[src/rtl/lcd_hex_writer.sv]
// Prints a 32-bit value as 1..8 uppercase hex digits, optionally prefixed with "0x",
// into a 2x40 character display buffer at one character per clock.
module lcd_hex_writer (
    input  logic        iMClk,
    input  logic        iMRst,
    input  logic        iReqValid,
    output logic        oReqReady,
    input  logic        iReqLine,
    input  logic [5:0]  iReqCol,
    input  logic [31:0] iReqValue,
    input  logic [3:0]  iReqDigits,
    input  logic        iReqPrefix,
    input  logic        iReqZs,
    output logic [6:0]  oDDAddr,
    output logic [7:0]  oDDData,
    output logic        oDDEn,
    output logic        oDone
);
    typedef enum logic [2:0] {IDLE, PFX0, PFX1, DIGIT, DONE} state_t;

    state_t      state_q;
    logic        line_q;
    logic [5:0]  col_q;
    logic [31:0] val_q;
    logic [3:0]  left_q;
    logic        lead_q;
    logic        ready_q;
    logic        en_q;
    logic        done_q;
    logic [6:0]  addr_q;
    logic [7:0]  data_q;

    logic [3:0]  req_n;
    logic [31:0] req_aligned;
    logic [5:0]  col_d;
    logic [31:0] dig_val;
    logic [3:0]  dig_left;
    logic        dig_lead;
    logic [3:0]  nib;
    logic        dig_blank;
    logic [7:0]  dig_char;
    logic [31:0] val_d;
    logic [3:0]  left_d;
    logic        lead_d;

    function automatic logic [7:0] hex_ascii(input logic [3:0] n);
        return (n < 4'd10) ? (8'h30 + {4'h0, n}) : (8'h37 + {4'h0, n});
    endfunction

    // The value is left-aligned so the next digit to print is always bits [31:28].
    // In IDLE the first digit is taken straight from the request so it can be
    // written on the accepting edge.
    always_comb begin
        // NOTE: every signal gets a value on every path, otherwise a latch is inferred.
        req_n       = (iReqDigits == 4'd0 || iReqDigits > 4'd8) ? 4'd8 : iReqDigits;
        req_aligned = iReqValue << {4'd8 - req_n, 2'b00};
        col_d       = (col_q == 6'd39) ? 6'd0 : col_q + 6'd1;
        if (state_q == IDLE) begin
            dig_val  = req_aligned;
            dig_left = req_n;
            dig_lead = iReqZs;
        end else begin
            dig_val  = val_q;
            dig_left = left_q;
            dig_lead = lead_q;
        end
        nib       = dig_val[31:28];
        dig_blank = dig_lead && (nib == 4'd0) && (dig_left != 4'd1);
        dig_char  = dig_blank ? 8'h20 : hex_ascii(nib);
        val_d     = dig_val << 4;
        left_d    = dig_left - 4'd1;
        lead_d    = dig_blank;
    end

    // NOTE: state registers use non-blocking assignments so every flop samples pre-edge values.
    always_ff @(posedge iMClk or posedge iMRst) begin
        if (iMRst) begin
            state_q <= IDLE;
            line_q  <= 1'b0;
            col_q   <= 6'd0;
            val_q   <= 32'd0;
            left_q  <= 4'd0;
            lead_q  <= 1'b0;
            ready_q <= 1'b1;
            en_q    <= 1'b0;
            done_q  <= 1'b0;
            addr_q  <= 7'h00;
            data_q  <= 8'h20;
        end else begin
            en_q   <= 1'b0;
            done_q <= 1'b0;
            case (state_q)
                IDLE: begin
                    if (iReqValid) begin
                        ready_q <= 1'b0;
                        line_q  <= iReqLine;
                        col_q   <= iReqCol;
                        val_q   <= req_aligned;
                        left_q  <= req_n;
                        lead_q  <= iReqZs;
                        if (iReqCol >= 6'd40) begin
                            state_q <= DONE;
                            done_q  <= 1'b1;
                        end else if (iReqPrefix) begin
                            state_q <= PFX0;
                            en_q    <= 1'b1;
                            addr_q  <= {iReqLine, iReqCol};
                            data_q  <= 8'h30;
                        end else begin
                            state_q <= DIGIT;
                            en_q    <= 1'b1;
                            addr_q  <= {iReqLine, iReqCol};
                            data_q  <= dig_char;
                            val_q   <= val_d;
                            left_q  <= left_d;
                            lead_q  <= lead_d;
                        end
                    end
                end
                PFX0: begin
                    state_q <= PFX1;
                    en_q    <= 1'b1;
                    col_q   <= col_d;
                    addr_q  <= {line_q, col_d};
                    data_q  <= 8'h78;
                end
                PFX1, DIGIT: begin
                    if (state_q == DIGIT && left_q == 4'd0) begin
                        state_q <= DONE;
                        done_q  <= 1'b1;
                    end else begin
                        state_q <= DIGIT;
                        en_q    <= 1'b1;
                        col_q   <= col_d;
                        addr_q  <= {line_q, col_d};
                        data_q  <= dig_char;
                        val_q   <= val_d;
                        left_q  <= left_d;
                        lead_q  <= lead_d;
                    end
                end
                DONE: begin
                    state_q <= IDLE;
                    ready_q <= 1'b1;
                end
                default: begin
                    state_q <= IDLE;
                    ready_q <= 1'b1;
                end
            endcase
        end
    end

    assign oReqReady = ready_q;
    assign oDDAddr   = addr_q;
    assign oDDData   = data_q;
    assign oDDEn     = en_q;
    assign oDone     = done_q;
endmodule

[config.mk]
export PLATFORM = sky130hd
export DESIGN_NAME = lcd_hex_writer
export DESIGN_NICKNAME = d
export VERILOG_FILES = /design/src/rtl/lcd_hex_writer.sv
export SDC_FILE = /design/constraint.sdc
export NUM_CORES = 1
export LEC_CHECK = 0
export CAP_MARGIN = 20
export CORE_ASPECT_RATIO = 0.5
export CORE_MARGIN = 2
export CORE_UTILIZATION = 40
export DETAILED_ROUTE_END_ITERATION = 6
export DONT_BUFFER_PORTS = 1
export GPL_ROUTABILITY_DRIVEN = 1
export RECOVER_POWER = 100
export SLEW_MARGIN = 20
export SYNTH_ARGS = -nofsm -noshare
export SYNTH_HDL_FRONTEND = slang
export SYNTH_SLANG_ARGS = --single-unit
[constraint.sdc]
create_clock -name iMClk -period 3.05 [get_ports iMClk]
set_input_delay 0 -clock iMClk [delete_from_list [all_inputs] [get_ports iMClk]]
set_output_delay 0 -clock iMClk [all_outputs]
set_load 0.02 [all_outputs]
==> qor.yml, run 1 <==
power_and_ir_drop:
  vdd_drop_max_uv: 347
  cellLeakagePower_uw: 0.00221
  p_per_area_nw_per_um2: 990
route:
  vias: 4035
  drtIter0Drc: 286
  postRouteWirelength_um: 12600
  dr.pass1.iters: 5
  vias_per_cell: 5.86
  wl_per_cell_um: 18.3
  drc: 0
  drtAntennaViolNets: 0
hold_path:
  min_path_type: "primary input to flip-flop"
die:
  start_util_pct: 41.2
  io_pins: 66
  die_y_um: 79.3
  core_area_um2: 11000
  row_count: 27
  die-area_um2: 12300
  die_x_um: 155
finish:
  multi_input_area_um2: 2700
  ff_latch_area_um2: 1600
  fill_cells: 1067
  antenna_cells: 0
  syn_to_final_growth_pct: 14.4
  drive_gt1_share_pct: 10.5
  num-nets-final: 591
  fin_util_pct: 47.1
global_route:
  grt.overflow.total: 0
  use_met1_pct: 27.9
  grt_pass1_wl_um: 20600
  grt_antenna_before_repair: 0
  grt_util_met2_pct: 34.4
  met3_usage_pct: 6.22
  grt_max_degree: 50
  track_usage_pct: 21.4
  grt_pass1_vias: 3991
  top_usage_layer: "met2"
timing:
  relSlewSlack_pct: 25.8
  fin_tns_setup_ps: 0
  finClkSkew_ps: 8.59
  rsz0062_at_grt: "no"
  fin_ws_ps: 319
  fin_crit_ps: 2730
  setup_violations: 0
  slew_viol_final: 0
  max_freq_mhz: 366
  finalCritPeriodShare_pct: 89.6
  hold_violations: 0
  tightest_slew_ps: 1110
clocking:
  clockBufferDepth: 2
  h-tree-depth: 3
  clock_latency_ps: 340
  cts_resized: 0
  numCtsBuffers: 9
  clockRootBuffer: "clkbuf_16"
  clk_pin_slew_ps: 60
  post_cts_buffers: 0
  cts.sinks: 64
  cts_tree: "built"
  postCtsHoldBufs: 16
logic_synthesis:
  synth-warning-count: 0
  syn-cell-area_um2: 4530
  synth_edf_count: 0
  syn_nets: 584
  syn-mean-instance-area_um2: 8.54
  synthArstFlopShare_pct: 100
  synth_cell_types: 62
  netlist_instances: 531
  synth_ff_type: "dfrtp_1"
  synth-seq-cells: 64
  ys_seq_area_share_pct: 35.4
critical_path:
  critPathRequiredTime_ps: 3270
  worstSetupStartpointType: "flip-flop"
  worstPathArrival_ps: 2950
  path_max_fanout: 16
  cp-end-kind: "flip-flop"
  path_class: "flip-flop to flip-flop"
placed_design:
  pre_cts_ws_ps: 311
  numPortBuffers: 0
  gp_congestion: 0.884
  dp_hpwl_um: 8820
status:
  status: "completed"
job:
  drv_cap: 0
-- placed cells by master (no fill, tap or decap), types with 3 or more instances in the layout --
master | Yosys | final
a211oi_1 | 16 | 16
a21boi_0 | 6 | 6
a21o_1 | 11 | 11
a21oi_1 | 53 | 52
a22oi_1 | 6 | 6
a31oi_1 | 11 | 11
and2_1 | 3 | 3
and3_1 | 3 | 3
buf_4 | 4 | 15
bufinv_16 | 0 | 3
clkbuf_16 | 0 | 9
clkbuf_2 | 0 | 3
dfrtp_1 | 62 | 62
dlygate4sd3_1 | 0 | 16
ha_1 | 5 | 4
inv_1 | 14 | 14
mux2_2 | 7 | 7
mux2i_1 | 31 | 31
mux4_2 | 6 | 6
nand2_1 | 61 | 61
nand2b_1 | 5 | 5
nand3_1 | 18 | 18
nor2_1 | 43 | 43
nor3_1 | 10 | 11
nor4_1 | 5 | 5
o211a_1 | 3 | 3
o211ai_1 | 3 | 4
o21a_1 | 11 | 11
o21ai_0 | 36 | 37
o221ai_1 | 8 | 8
o22ai_1 | 4 | 4
o2bb2ai_1 | 5 | 5
or3_1 | 3 | 3
xor2_1 | 4 | 4
-- cell usage after synthesis, types with 3 or more instances --
master / instances / area, um2
dfrtp_1: 62 / 1550
nand2_1: 61 / 229
a21oi_1: 53 / 265
nor2_1: 43 / 161
o21ai_0: 36 / 180
mux2i_1: 31 / 310
clkbuf_1: 29 / 109
nand3_1: 18 / 90.1
a211oi_1: 16 / 120
inv_1: 14 / 52.6
a21o_1: 11 / 82.6
a31oi_1: 11 / 68.8
o21a_1: 11 / 82.6
nor3_1: 10 / 50.1
o221ai_1: 8 / 70.1
mux2_2: 7 / 78.8
a21boi_0: 6 / 45.0
a22oi_1: 6 / 45.0
mux4_2: 6 / 135
buf_2: 5 / 25.0
ha_1: 5 / 62.6
nand2b_1: 5 / 31.3
nor4_1: 5 / 31.3
o2bb2ai_1: 5 / 43.8
buf_4: 4 / 30.0
o22ai_1: 4 / 25.0
xor2_1: 4 / 35.0
and2_1: 3 / 18.8
and3_1: 3 / 18.8
o211a_1: 3 / 30.0
o211ai_1: 3 / 22.5
or3_1: 3 / 18.8
-- path summary, 6_finish.rpt --
| kind | slack, ps | endpoint | start | cells after the start |
|---|---|---|---|---|
| max reg2reg | 320 | oDDData[1] | state_q[1] | 10 |
| min | 30 | left_q[3] | iReqDigits[3] | 4 |
| min in group asynchronous | 390 | oDDAddr[0] | iMRst | 2 |
| min reg2reg | 460 | val_q[0] | val_q[0] | 2 |
| max | 320 | oDDData[1] | state_q[1] | 10 |
| max in group asynchronous | 1170 | val_q[12] | iMRst | 3 |
-- where the power goes --
group | leakage, uW | internal, uW | total, uW | switching (uW)
logic | 0.00126 | 927 | 2270 | 1350
clock network | 0.000169 | 825 | 1230 | 403
registers | 0.000781 | 1260 | 1630 | 373
-- worst max-delay path, cell delays in order (launching register included) --
cell      delay [ps]
dfrtp_1          370
clkbuf_1         190
nor3_1           500
buf_4            330
a21boi_0         180
inv_1            120
ha_1             150
a31oi_1           70
o211ai_1         150
or4b_1           450
o311ai_0          90
-- final cells by class --
type	count	area share [%]
clock buffers	10	4.61
clock inverters	6	2.22
inverters	15	1.11
multi-input cells	412	52.0
flip-flops and latches	64	30.9
well taps	145	3.50
repair buffers	36	5.69
-- state kept, by name (all words and copies together), names as in the netlist --
signal / count
line_q: 1
oDDEn: 1
lead_q: 1
val_q: 32
state_q: 3
oDDAddr: 7
left_q: 4
oDone: 1
oDDData: 7
oReqReady: 1
col_q: 6
-- cell families after synthesis --
family / synth area share, %
buffers and inverters: 5.35
AOI/OAI and AO/OA: 27.3
adders and majority gates: 1.38
and+or+nand+nor: 16.3
xor gates and xnor gates: 2.73
other: 0.0827
DFF: 35.4
muxes: 11.6
-- layer usage --
layer | vias up | share of wire, %
met3 | 22 | 6.3
met2 | 109 | 45
met1 | 1938 | 46
met4 | 0 | 2.2
li1 | 1966 | -
met5 | - | 0
-- stage by stage --
stage               cells  total power [uW]  hold slack [ps]  instance area [um2]
finish                688              5130             32.2                 5190
floorplan             531              3400              132                 4550
detailed placement    656              3930             5.79                 4700
CTS                   688              5210             20.5                 5220
global route          688              5570             64.2                 5190
global placement      656              3900            -6.41                 4700
Note: power is estimated with default switching activity, not from simulation.
==> run 2, diff against run 1 <==
Settings changed: PLACE_DENSITY_LB_ADDON set to 0.2.
==> qor.yml, run 2 (same netlist as run 1, synthesis figures left out) <==
status:
  status: "finished with violations"
  failed_checks: "max-capacitance violations, max-slew violations"
timing:
  fin_tns_setup_ps: 0
  slew_viol_final: 51
  fin_crit_ps: 2660
  hold_slack_ps: 4.92
  max_freq_mhz: 376
  tightest_slew_ps: 2220
  finalCritPeriodShare_pct: 87.1
  rsz0062_at_grt: "no"
  finClkSkew_ps: 5.20
  setup_violations: 0
  hold_violations: 0
  relSlewSlack_pct: -49.1
global_route:
  grt_util_met2_pct: 35.6
  grt_max_degree: 51
  track_usage_pct: 21.6
  top_usage_layer: "met2"
  use_met1_pct: 28.2
  grt.overflow.total: 0
  grt_pass1_vias: 3856
  grt_pass1_wl_um: 20800
  met3_usage_pct: 5.40
  grt_antenna_before_repair: 0
route:
  dr.pass1.iters: 5
  drc: 0
  vias_per_cell: 5.85
  vias: 4023
  wl_per_cell_um: 18.3
  drtAntennaViolNets: 0
  drtIter0Drc: 330
  postRouteWirelength_um: 12600
placed_design:
  dpl.cell_count: 657
  numPortBuffers: 0
  gp_congestion: 0.892
  dp_hpwl_um: 9080
  dpl-instance-area_um2: 4710
die:
  core_area_um2: 11000
  die_y_um: 79.3
  row_count: 27
  die-area_um2: 12300
  start_util_pct: 41.2
  die_x_um: 155
  io_pins: 66
finish:
  multi_input_area_um2: 2700
  final_area_um2: 5150
  num-nets-final: 591
  syn_to_final_growth_pct: 13.5
  final_cell_mix: "dfrtp_1 (62), nand2_1 (61), a21oi_1 (52)"
  antenna_cells: 0
  regMostFlops: "val_q"
  final_common_cell: "dfrtp_1"
  ff_latch_area_um2: 1600
  drive_gt1_share_pct: 10.9
  final_cells: 688
  largest_register_ff_count: 32
  fill_cells: 1081
clocking:
  clock_latency_ps: 330
  clockRootBuffer: "clkbuf_16"
  numCtsBuffers: 9
  h-tree-depth: 3
  clockBufferDepth: 2
  post_cts_buffers: 0
  clk_pin_slew_ps: 60
  cts.sinks: 64
  cts_resized: 0
  cts_tree: "built"
critical_path:
  worstPathArrival_ps: 2870
  critPathRequiredTime_ps: 3260
  rr_worst_depth: 7
  reg2reg_slack_ps: 390
  worstSetupStartpointType: "flip-flop"
  r2r_start: "state_q[1]"
  path_class: "flip-flop to flip-flop"
  cp-end-kind: "flip-flop"
  path_max_fanout: 33
  r2r_end: "val_q[6]"
power_and_ir_drop:
  p_per_area_nw_per_um2: 971
  vdd_drop_max_uv: 301
  cellLeakagePower_uw: 0.00219
hold_path:
  hold_start: "iReqCol[4]"
  holdPathEnd: "state_q[2]"
  min_path_type: "primary input to flip-flop"
  holdPathStages: 2
job:
  drv_cap: 1
-- run 2: how the worst max path moves through the flow --
stage | slack [ps] | to | depth (start not counted) | from
final | 390 | val_q[6] | 7 | state_q[1]
after global routing | 120 | oDDData[0] | 8 | state_q[1]
after CTS | 400 | lead_q | 9 | state_q[0]
after detailed placement | 420 | lead_q | 14 | iReqDigits[3]
after global placement | 450 | lead_q | 9 | state_q[0]
after floorplan | 20 | oDDData[1] | 16 | iReqDigits[3]
-- run 2: worst max-delay path, cell delays in order (launching register included) --
cell,delay (ps)
dfrtp_1,370
clkbuf_1,180
nor3_1,510
nand2_1,250
o21ai_0,180
clkbuf_2,610
o221ai_1,270
o21a_1,160
-- run 2: timing repair --
| item | in CTS | in global routing |
|---|---|---|
| setup endpoints to repair | 0 | 0 |
| hold buffers | 15 | 0 |
| hold endpoints to repair | 72 | 0 |
-- run 2: area by class of cell --
class	count	share of cell area, %
tap	145	3.52
multi-input combinational	412	52.4
inverter	15	1.14
sequential	64	31.2
timing repair buffer	36	5.74
clock inverter	6	1.63
clock buffer	10	4.45
-- run 2: routing by layer --
| layer | up-vias | wire (um) |
|---|---|---|
| met5 | - | 0 |
| met4 | 0 | 261 |
| met3 | 21 | 765 |
| met2 | 108 | 5710 |
| met1 | 1924 | 5840 |
| li1 | 1970 | - |
-- run 2: power breakdown --
part	internal [uW]	total (uW)	leakage, uW	switching [uW]
clock network	712	1100	0.000156	383
logic	928	2270	0.00125	1340
registers	1260	1640	0.000781	377
total	2900	5000	0.00219	2100
-- run 2: metrics by stage --
| step | setup WS [ps] | power, uW | utilization [%] |
|---|---|---|---|
| floorplan | 24.5 | 3400 | - |
| global placement | 451 | 3910 | 42.8 |
| detailed placement | 418 | 3940 | 42.8 |
| CTS | 400 | 5060 | 47.0 |
| global route | 120 | 5440 | 46.8 |
| finish | 392 | 5000 | 46.8 |
==> run 3, diff against run 2 <==
Settings changed: ABC_AREA set to 1.
==> qor.yml, run 3 <==
status:
  status: "completed"
logic_synthesis:
  netlist_instances: 667
  synth-seq-cells: 64
  yosysMostFrequentCell: "nand2_1"
  synth-warning-count: 0
  synth_ff_type: "dfrtp_1"
  synthArstFlopShare_pct: 100
  synth.largest_area_cell: "dfrtp_1"
  ys_seq_area_share_pct: 35.7
  syn-cell-area_um2: 4500
  synth_edf_count: 0
  synth_area_leaders: "dfrtp_1 (34%), nand2_1 (17%), nand3_1 (6.5%), inv_1 (5.2%), o21ai_0 (4.3%)"
  syn-mean-instance-area_um2: 6.75
  syn_nets: 720
  synth_common_cells: "nand2_1 (206), dfrtp_1 (62), inv_1 (62)"
  synth_cell_types: 42
  yosysTopAreaCellShare_pct: 34.5
hold_path:
  holdPathEnd: "val_q[7]"
  min_path_type: "primary input to flip-flop"
  hold_start: "iReqValue[7]"
  holdPathStages: 4
clocking:
  cts.sinks: 64
  clk_pin_slew_ps: 60
  clockBufferDepth: 2
  numCtsBuffers: 9
  clockRootBuffer: "clkbuf_16"
  cts_tree: "built"
  clock_latency_ps: 330
  h-tree-depth: 3
  post_cts_buffers: 0
  cts_resized: 0
critical_path:
  reg2reg_slack_ps: 400
  cp-startpoint: "state_q[2]"
  worstSetupStartpointType: "flip-flop"
  cp-end-kind: "flip-flop"
  worstPathArrival_ps: 2910
  path_max_fanout: 37
  path_class: "flip-flop to flip-flop"
  r2r_start: "state_q[2]"
  r2r_end: "oDDData[0]"
  rr_worst_depth: 11
  critPathRequiredTime_ps: 3320
finish:
  num-nets-final: 723
  largest_register_ff_count: 32
  syn_to_final_growth_pct: 12.5
  final_cell_mix: "nand2_1 (206), inv_1 (63), dfrtp_1 (62)"
  fin_util_pct: 46.1
  final_common_cell: "nand2_1"
  regMostFlops: "val_q"
  antenna_cells: 0
  fill_cells: 1117
  drive_gt1_share_pct: 8.00
timing:
  fin_crit_ps: 2650
  tightest_slew_ps: 1370
  relSlewSlack_pct: 8.66
  rsz0062_at_grt: "no"
  max_freq_mhz: 378
  setup_violations: 0
  finClkSkew_ps: 7.66
  finalCritPeriodShare_pct: 86.7
  slew_viol_final: 0
  hold_slack_ps: 22.7
  fin_tns_setup_ps: 0
  hold_violations: 0
die:
  die_x_um: 154
  io_pins: 66
  start_util_pct: 41.0
  die_y_um: 79.0
  row_count: 27
  die-area_um2: 12200
  core_area_um2: 11000
global_route:
  track_usage_pct: 21.8
  grt_antenna_before_repair: 0
  grt_pass1_vias: 3981
  grt_max_degree: 46
  grt_pass1_wl_um: 20900
  grt.overflow.total: 0
route:
  dr.pass1.iters: 5
  postRouteWirelength_um: 12700
  vias: 4413
  vias_per_cell: 5.38
  drtAntennaViolNets: 0
  drc: 0
  wl_per_cell_um: 15.5
  drtIter0Drc: 438
job:
  drv_cap: 0
placed_design:
  dp_hpwl_um: 9070
  gp_congestion: 0.869
  numPortBuffers: 0
power_and_ir_drop:
  cellLeakagePower_uw: 0.00246
  vdd_drop_max_uv: 391
  p_per_area_nw_per_um2: 1120
## run 3: area by class of cell
cell class	count	area (um2)	share of cell area (%)
clock buffers	14	284	5.61
clock inverters	2	35.0	0.692
inverters	69	259	5.11
multi-input cells	494	2440	48.3
flip-flops and latches	64	1600	31.7
well taps	145	181	3.58
repair buffers	32	256	5.07
## run 3: cell families after synthesis
family	Yosys count	synth area share, %
AND/OR/NAND/NOR	339	32.3
multiplexers	1	0.222
AO/OA/AOI/OAI	143	19.0
adder cells (fa/ha/maj)	5	1.39
other	1	0.0833
buffers and inverters	109	10.0
flip-flops	64	35.7
XOR/XNOR	5	1.39
## run 3: worst max-delay path by stage
stage,to,slack [ps],cells after the start
CTS,oDDData[0],490,11
global placement,oDDData[0],470,19
global route,oDDData[0],220,11
floorplan,oDDData[0],320,23
detailed placement,oDDData[0],410,19
finish,oDDData[0],400,11
## run 3: where the power goes
part           internal, uW  switching, uW  total, uW
Clock                   721            371       1090
Combinational          1030           1930       2950
Sequential             1290            343       1630
Total                  3040           2640       5680
## run 3: stage by stage
| step | instance area (um2) | total power, uW | setup WS, ps | cells |
|---|---|---|---|---|
| floorplan | 4500 | 3880 | 315 | 667 |
| global placement | 4640 | 4600 | 469 | 792 |
| detailed placement | 4640 | 4610 | 409 | 792 |
| CTS | 5080 | 5730 | 494 | 820 |
| global route | 5060 | 6220 | 223 | 820 |
| finish | 5060 | 5680 | 405 | 820 |
## run 3: repair_timing
item / 4_1_cts / 5_1_grt
endpoints found under the setup margin: 0 / 0
hold buffers: 12 / 0
hold endpoints to repair: 53 / 0
## run 3: critical path, stage by stage, from the launching register on
cell and delay, ps:
dfrtp_1 430, nor3_1 250, buf_4 420, nand2_1 190, nand2_1 160, inv_1 70
buf_4 190, nor2_1 300, inv_1 260, a21oi_1 180, nand2_1 70, nand2_1 50
## run 3: metal layers
| metal | GRT usage, % | wire length (um) | vias up |
|---|---|---|---|
| li1 | - | - | 2207 |
| met1 | 34.1 | 6670 | 1995 |
| met2 | 29.9 | 4820 | 201 |
| met3 | 4.97 | 1130 | 10 |
| met4 | 4.77 | 110 | 0 |
| met5 | 0 | 0 | - |
